**config.mk**
```make
export PLATFORM = sky130hd
export DESIGN_NAME = adder_16b_flat
export DESIGN_NICKNAME = d
export VERILOG_FILES = /design/src/rtl/adder16b_pkg.sv /design/src/rtl/adder_16b_if.sv /design/src/rtl/adder_16b_cla4.sv /design/src/rtl/adder_16b.sv /design/src/flat_wrapper.sv
export SDC_FILE = /design/constraint.sdc
export NUM_CORES = 1
export LEC_CHECK = 0
export BUFFER_PORTS_ARGS = -buffer_cell sky130_fd_sc_hd__clkbuf_2
export CAP_MARGIN = 10
export CELL_PAD_IN_SITES_DETAIL_PLACEMENT = 2
export CELL_PAD_IN_SITES_GLOBAL_PLACEMENT = 2
export CORE_MARGIN = 2
export CORE_UTILIZATION = 28
export CTS_CLUSTER_DIAMETER = 80
export DETAILED_ROUTE_END_ITERATION = 16
export PLACE_DENSITY = 0.86
export RECOVER_POWER = 50
export REMOVE_ABC_BUFFERS = 1
export SYNTH_ARGS = -nofsm -noshare
export SYNTH_HDL_FRONTEND = slang
export SYNTH_SLANG_ARGS = --single-unit
```
**constraint.sdc**
```tcl
create_clock -name clk -period 0.89 [get_ports clk]
set_input_delay 0.0445 -clock clk [delete_from_list [all_inputs] [get_ports clk]]
set_output_delay 0.0445 -clock clk [all_outputs]
set_load 0.005 [all_outputs]
```
**src/rtl/adder16b_pkg.sv**
```systemverilog
// adder16b_pkg: shared width constants and word type for the 16-bit adder
package adder16b_pkg;
  localparam int ADD_WIDTH = 16;
  localparam int CLA_BLK = 4;
  typedef logic [ADD_WIDTH-1:0] word_t;
endpackage

```
**src/rtl/adder_16b_if.sv**
```systemverilog
// adder_16b_if: operand/result bundle for adder_16b
//   master: drives in_valid, a, b, ci; receives r, co, out_valid (and ovf with ADDER_OVF_EN)
//   slave : the adder side of the same signals
interface adder_16b_if import adder16b_pkg::*; #(parameter int WIDTH = ADD_WIDTH);
  logic in_valid;
  logic [WIDTH-1:0] a;
  logic [WIDTH-1:0] b;
  logic ci;
  logic [WIDTH-1:0] r;
  logic co;
  logic out_valid;
`ifdef ADDER_OVF_EN
  logic ovf;
  modport master(output in_valid, a, b, ci, input r, co, out_valid, ovf);
  modport slave(input in_valid, a, b, ci, output r, co, out_valid, ovf);
`else
  modport master(output in_valid, a, b, ci, input r, co, out_valid);
  modport slave(input in_valid, a, b, ci, output r, co, out_valid);
`endif
endinterface

```
**src/rtl/adder_16b_cla4.sv**
```systemverilog
// cla4: 4-bit carry-lookahead slice
//   a, b, cin -> s (sum), cout, p (group propagate), g (group generate)
module cla4 import adder16b_pkg::*; (
  input  logic [CLA_BLK-1:0] a,
  input  logic [CLA_BLK-1:0] b,
  input  logic               cin,
  output logic [CLA_BLK-1:0] s,
  output logic               cout,
  output logic               p,
  output logic               g
);
  logic [CLA_BLK-1:0] pi, gi, c;
  assign pi = a ^ b;
  assign gi = a & b;
  assign c[0] = cin;
  assign c[1] = gi[0] | (pi[0] & cin);
  assign c[2] = gi[1] | (pi[1] & gi[0]) | (pi[1] & pi[0] & cin);
  assign c[3] = gi[2] | (pi[2] & gi[1]) | (pi[2] & pi[1] & gi[0]) | (pi[2] & pi[1] & pi[0] & cin);
  assign s = pi ^ c;
  assign p = &pi;
  assign g = gi[3] | (pi[3] & gi[2]) | (pi[3] & pi[2] & gi[1]) | (pi[3] & pi[2] & pi[1] & gi[0]);
  assign cout = g | (p & cin);
endmodule

```
**src/rtl/adder_16b.sv**
```systemverilog
// adder_16b: registered WIDTH-bit adder {co,r} = a + b + ci, one cycle latency
//   clk, rst_n (async active-low), bus (adder_16b_if.slave: in_valid, a, b, ci -> r, co, out_valid)
//   Optional: define ADDER_OVF_EN to add the registered signed-overflow output bus.ovf
module adder_16b import adder16b_pkg::*; #(parameter int WIDTH = ADD_WIDTH) (
  input logic clk,
  input logic rst_n,
  adder_16b_if.slave bus
);
  localparam int N = WIDTH / CLA_BLK;
  logic [WIDTH-1:0] s;
  logic [N:0] c;
  logic [N-1:0] p_grp, g_grp;
  logic la;
  assign c[0] = bus.ci;
  genvar i;
  generate
    for (i = 0; i < N; i++) begin : g_slice
      cla4 u_cla (
        .a(bus.a[CLA_BLK*i +: CLA_BLK]),
        .b(bus.b[CLA_BLK*i +: CLA_BLK]),
        .cin(c[i]),
        .s(s[CLA_BLK*i +: CLA_BLK]),
        .cout(c[i+1]),
        .p(p_grp[i]),
        .g(g_grp[i])
      );
    end
  endgenerate
  // Carry-out resolved from the slice P/G terms; equal to the rippled c[N], merged so both carry views feed the result.
  always_comb begin
    la = bus.ci;
    for (int k = 0; k < N; k++) la = g_grp[k] | (p_grp[k] & la);
  end
  always_ff @(posedge clk or negedge rst_n) begin
    if (!rst_n) begin
      bus.r <= '0;
      bus.co <= 1'b0;
      bus.out_valid <= 1'b0;
`ifdef ADDER_OVF_EN
      bus.ovf <= 1'b0;
`endif
    end else begin
      bus.out_valid <= bus.in_valid;
      if (bus.in_valid) begin
        bus.r <= s;
        bus.co <= c[N] | la;
`ifdef ADDER_OVF_EN
        bus.ovf <= (bus.a[WIDTH-1] == bus.b[WIDTH-1]) && (s[WIDTH-1] != bus.a[WIDTH-1]);
`endif
      end
    end
  end
endmodule

```
**src/flat_wrapper.sv**
```systemverilog
// flat-port wrapper written by rule: the top's interface ports become plain ports
module adder_16b_flat import adder16b_pkg::*;
#(parameter int WIDTH = ADD_WIDTH)
  (clk, rst_n, bus_in_valid, bus_a, bus_b, bus_ci, bus_r, bus_co, bus_out_valid);
  adder_16b_if #(.WIDTH(WIDTH)) bus_i ();
  input logic clk;
  input logic rst_n;
  input wire logic [$bits(bus_i.in_valid)-1:0] bus_in_valid;
  input wire logic [$bits(bus_i.a)-1:0] bus_a;
  input wire logic [$bits(bus_i.b)-1:0] bus_b;
  input wire logic [$bits(bus_i.ci)-1:0] bus_ci;
  output wire logic [$bits(bus_i.r)-1:0] bus_r;
  output wire logic [$bits(bus_i.co)-1:0] bus_co;
  output wire logic [$bits(bus_i.out_valid)-1:0] bus_out_valid;
  assign bus_i.in_valid = bus_in_valid;
  assign bus_i.a = bus_a;
  assign bus_i.b = bus_b;
  assign bus_i.ci = bus_ci;
  assign bus_r = bus_i.r;
  assign bus_co = bus_i.co;
  assign bus_out_valid = bus_i.out_valid;
  adder_16b #(.WIDTH(WIDTH)) u_core (.clk(clk), .rst_n(rst_n), .bus(bus_i));
endmodule
```
==> flow_summary.toml <==
[hold_path]
hold_class = "input port to flop"

[clock_tree]
clk_pin_slew_worst_paths_ns = 0.07
clk_latency_ns = 0.28
root_buffer = "clkbuf_8"
htreeDepth = 1
cts_tree = "done"
clk_path_buf_depth = 2
cts_buffers = 3
clock_sinks = 18

[power]
switching_share_pct = 35.13
vdd_drop_max_mv = 0.6060
seqPwrFrac_pct = 31.5
internal_power_w = 0.002272
p_per_area_mw_per_mm2 = 1417
clockPowerShare_pct = 18.3
p_switching_w = 0.001230
pwr-share-comb_pct = 50.1
cellLeakagePower_nw = 1.167

[sta]
setup_viol = 15
relSlewSlack_pct = 65.09
whs_ns = 0.08381
tightest_slew_ns = 0.5237
final-hold-violation-count = 0
fin_ws_ns = -1.166
finalCriticalPeriod_ns = 2.056
slew_viol_final = 0
period_share_pct = 231.0
skew_ns = 0
rsz0062_at_grt = "true"
max_clock_freq_mhz = 486.4

[grt]
grt.overflow.total = 0
grt_pass1_vias = 1657
grt.total_usage_pct = 23.00
grt_pass1_wl_um = 8997
grt_max_degree = 19
antenna_found_initial = 0

[placement]
dp_hpwl_um = 3719
finalWeightedCongestion = 0.7657
io_buffers = 53

[route]
vias_per_cell = 5.076
wire_per_inst_um = 21.69
routed_wl_um = 6007
drtAntennaViolNets = 0
drc = 0
drt_first_iter_violations = 43
via_count = 1406
drt_first_pass_iters = 4

[finish]
area_growth_pct = 85.71
final_core_util_pct = 53.05
final_layout_size_suffix_gt1_share_pct = 69.96
diodes = 0
finalNetCount = 281
nFillCells = 467

[worst_setup_path]
crit_path_start_kind = "input port"
critPathRequiredTime_ns = 1.05
r2r_slack_ns = 0.10
crit_type = "input port to flop"
slowest_stage = "fa_2"
cp_cell_sequence = "clkbuf_2, ha_2, a211oi_4, buf_4, o21ai_4, o2111ai_2, a21boi_2, o21a_1, or2_1, fa_2, mux2_4"
worst_path_dominant_cell_family = "compound AO/OA/AOI/OAI gates"
cp_max_fo = 2
critPathMaxStageDelay_ns = 0.41
cp.buffers_inverters = 2
critPathCaptureType = "flop"
cp.arrival_ns = 2.21

[floorplan]
core-area_mm2 = 0.004661
boundaryPins = 54
die_w_um = 72.96
start_util_pct = 28.56
num_rows = 25
fp.dieH_um = 72.96
fp.dieArea_mm2 = 0.005322

[yosys]
syn_area_mm2 = 0.001331
ys_types = 39
syn_inst = 125
seq_area_frac_synth_pct = 33.83
synth_common_cells = "18 x dfrtp_1, 16 x ha_1, 9 x inv_1, 9 x mux2_2, 8 x xnor2_1"
ys_top_cells_by_area = "dfrtp_1 34%, ha_1 15%, mux2_2 7.6%"
ys_ff_latch = 18
yosysTopAreaCell = "dfrtp_1"
synth_edf_count = 0
yosys_warnings = 0
synthArstFlopShare_pct = 100.0
avgSynthCellArea_um2 = 10.65
yosysMostFrequentCell = "dfrtp_1"
yosysTopAreaCellShare_pct = 33.83
synth_ff_type = "dfrtp_1"

[run_status]
violations = "setup timing"
status = "complete, but fails checks"

[job]
cap_viol_max_count = 0
per-stage QoR:
| stage | power [W] | instances | TNS, ns | setup slack, ns | cell area [um^2] |
|---|---|---|---|---|---|
| floorplan | 0.001631 | 123 | -11.24 | -1.463 | 1324 |
| global placement | 0.002193 | 263 | -15.16 | -1.572 | 1917 |
| detailed placement | 0.002290 | 263 | -16.17 | -1.622 | 1917 |
| CTS | 0.003218 | 275 | -9.416 | -1.102 | 2282 |
| global route | 0.003691 | 277 | -11.52 | -1.264 | 2472 |
| finish | 0.003502 | 277 | -10.34 | -1.166 | 2472 |
what timing repair did:
| action | 4_1_cts | 5_1_grt |
|---|---|---|
| gates resized for setup | 49 | 37 |
| pin swaps | 26 | 19 |
| hold buffers | 1 | 0 |
| setup buffers | 9 | 8 |
| endpoints found under the hold margin | 18 | 0 |
| cloned | 0 | 0 |
| setup endpoints to repair | 16 | 16 |
power by group through the flow:
stage | combinational, W | clock (W) | sequential [W]
2_1_floorplan | 0.000529 | 0 | 0.00110
3_3_place_gp | 0.00110 | 0 | 0.00110
3_5_place_dp | 0.00118 | 0 | 0.00111
4_1_cts | 0.00150 | 0.000626 | 0.00110
5_1_grt | 0.00190 | 0.000671 | 0.00112
6_report | 0.00176 | 0.000643 | 0.00110
registers in the layout, summed over array words and instances (netlist names):
register              cells
u_core.bus.r             16
u_core.bus.co             1
u_core.bus.out_valid      1
path summary, 6_finish.rpt:
path / endpoint / cells past startpoint / start
setup / recovery: u_core.bus.r[12] / 11 / bus_b[4]
hold / removal: u_core.bus.out_valid / 2 / bus_in_valid
setup reg to reg: u_core.bus.r[8] / 1 / u_core.bus.r[8]
hold reg to reg: u_core.bus.r[14] / 1 / u_core.bus.r[14]
max in group asynchronous: u_core.bus.r[0] / 2 / rst_n
min in group asynchronous: u_core.bus.r[14] / 2 / rst_n
cells by family (layout without fill, tap and decap cells):
group	after synthesis	in the layout	share of synthesized area, %
flops	18	18	33.83
mux	9	9	7.613
simple gates	24	24	8.836
xor+xnor	9	9	5.921
buf+inv	11	109	3.102
fa+ha+maj	20	20	21.05
compound gates	34	34	19.64
layout make-up:
type,count,area (um^2),share of cell area [%]
tap,54,67.56,2.733
inverter,9,36.28,1.468
timing repair buffer,97,671.9,27.18
clock buffer,3,41.29,1.670
sequential,18,450.4,18.22
multi-input combinational,96,1205,48.74
per-layer routing:
layer | up-vias | track usage, % | wire length, um
li1 | 657 | - | -
met1 | 690 | 26.50 | 2421
met2 | 50 | 43.43 | 3243
met3 | 9 | 3.039 | 217
met4 | 0 | 7.407 | 125
met5 | - | 0 | 0
placed cells by master, fill, tap and decap left out, drive strengths merged:
cell type,n
a211o,1
a211oi,2
a21boi,1
a21o,2
a21oi,9
a221o,1
a311oi,1
a41oi,1
and2,1
and3,1
and4,1
buf,48
clkbuf,51
dfrtp,18
dlygate4sd3,1
fa,4
ha,16
inv,9
mux2,9
nand2,7
nand3,3
nand3b,1
nand4,1
nor2,7
nor3,1
o2111a,1
o2111ai,2
o211ai,1
o21a,3
o21ai,4
o21bai,2
o221ai,1
o31ai,2
or2,1
xnor2,8
xor2,1
No activity file was read; power rests on OpenSTA's default activity.
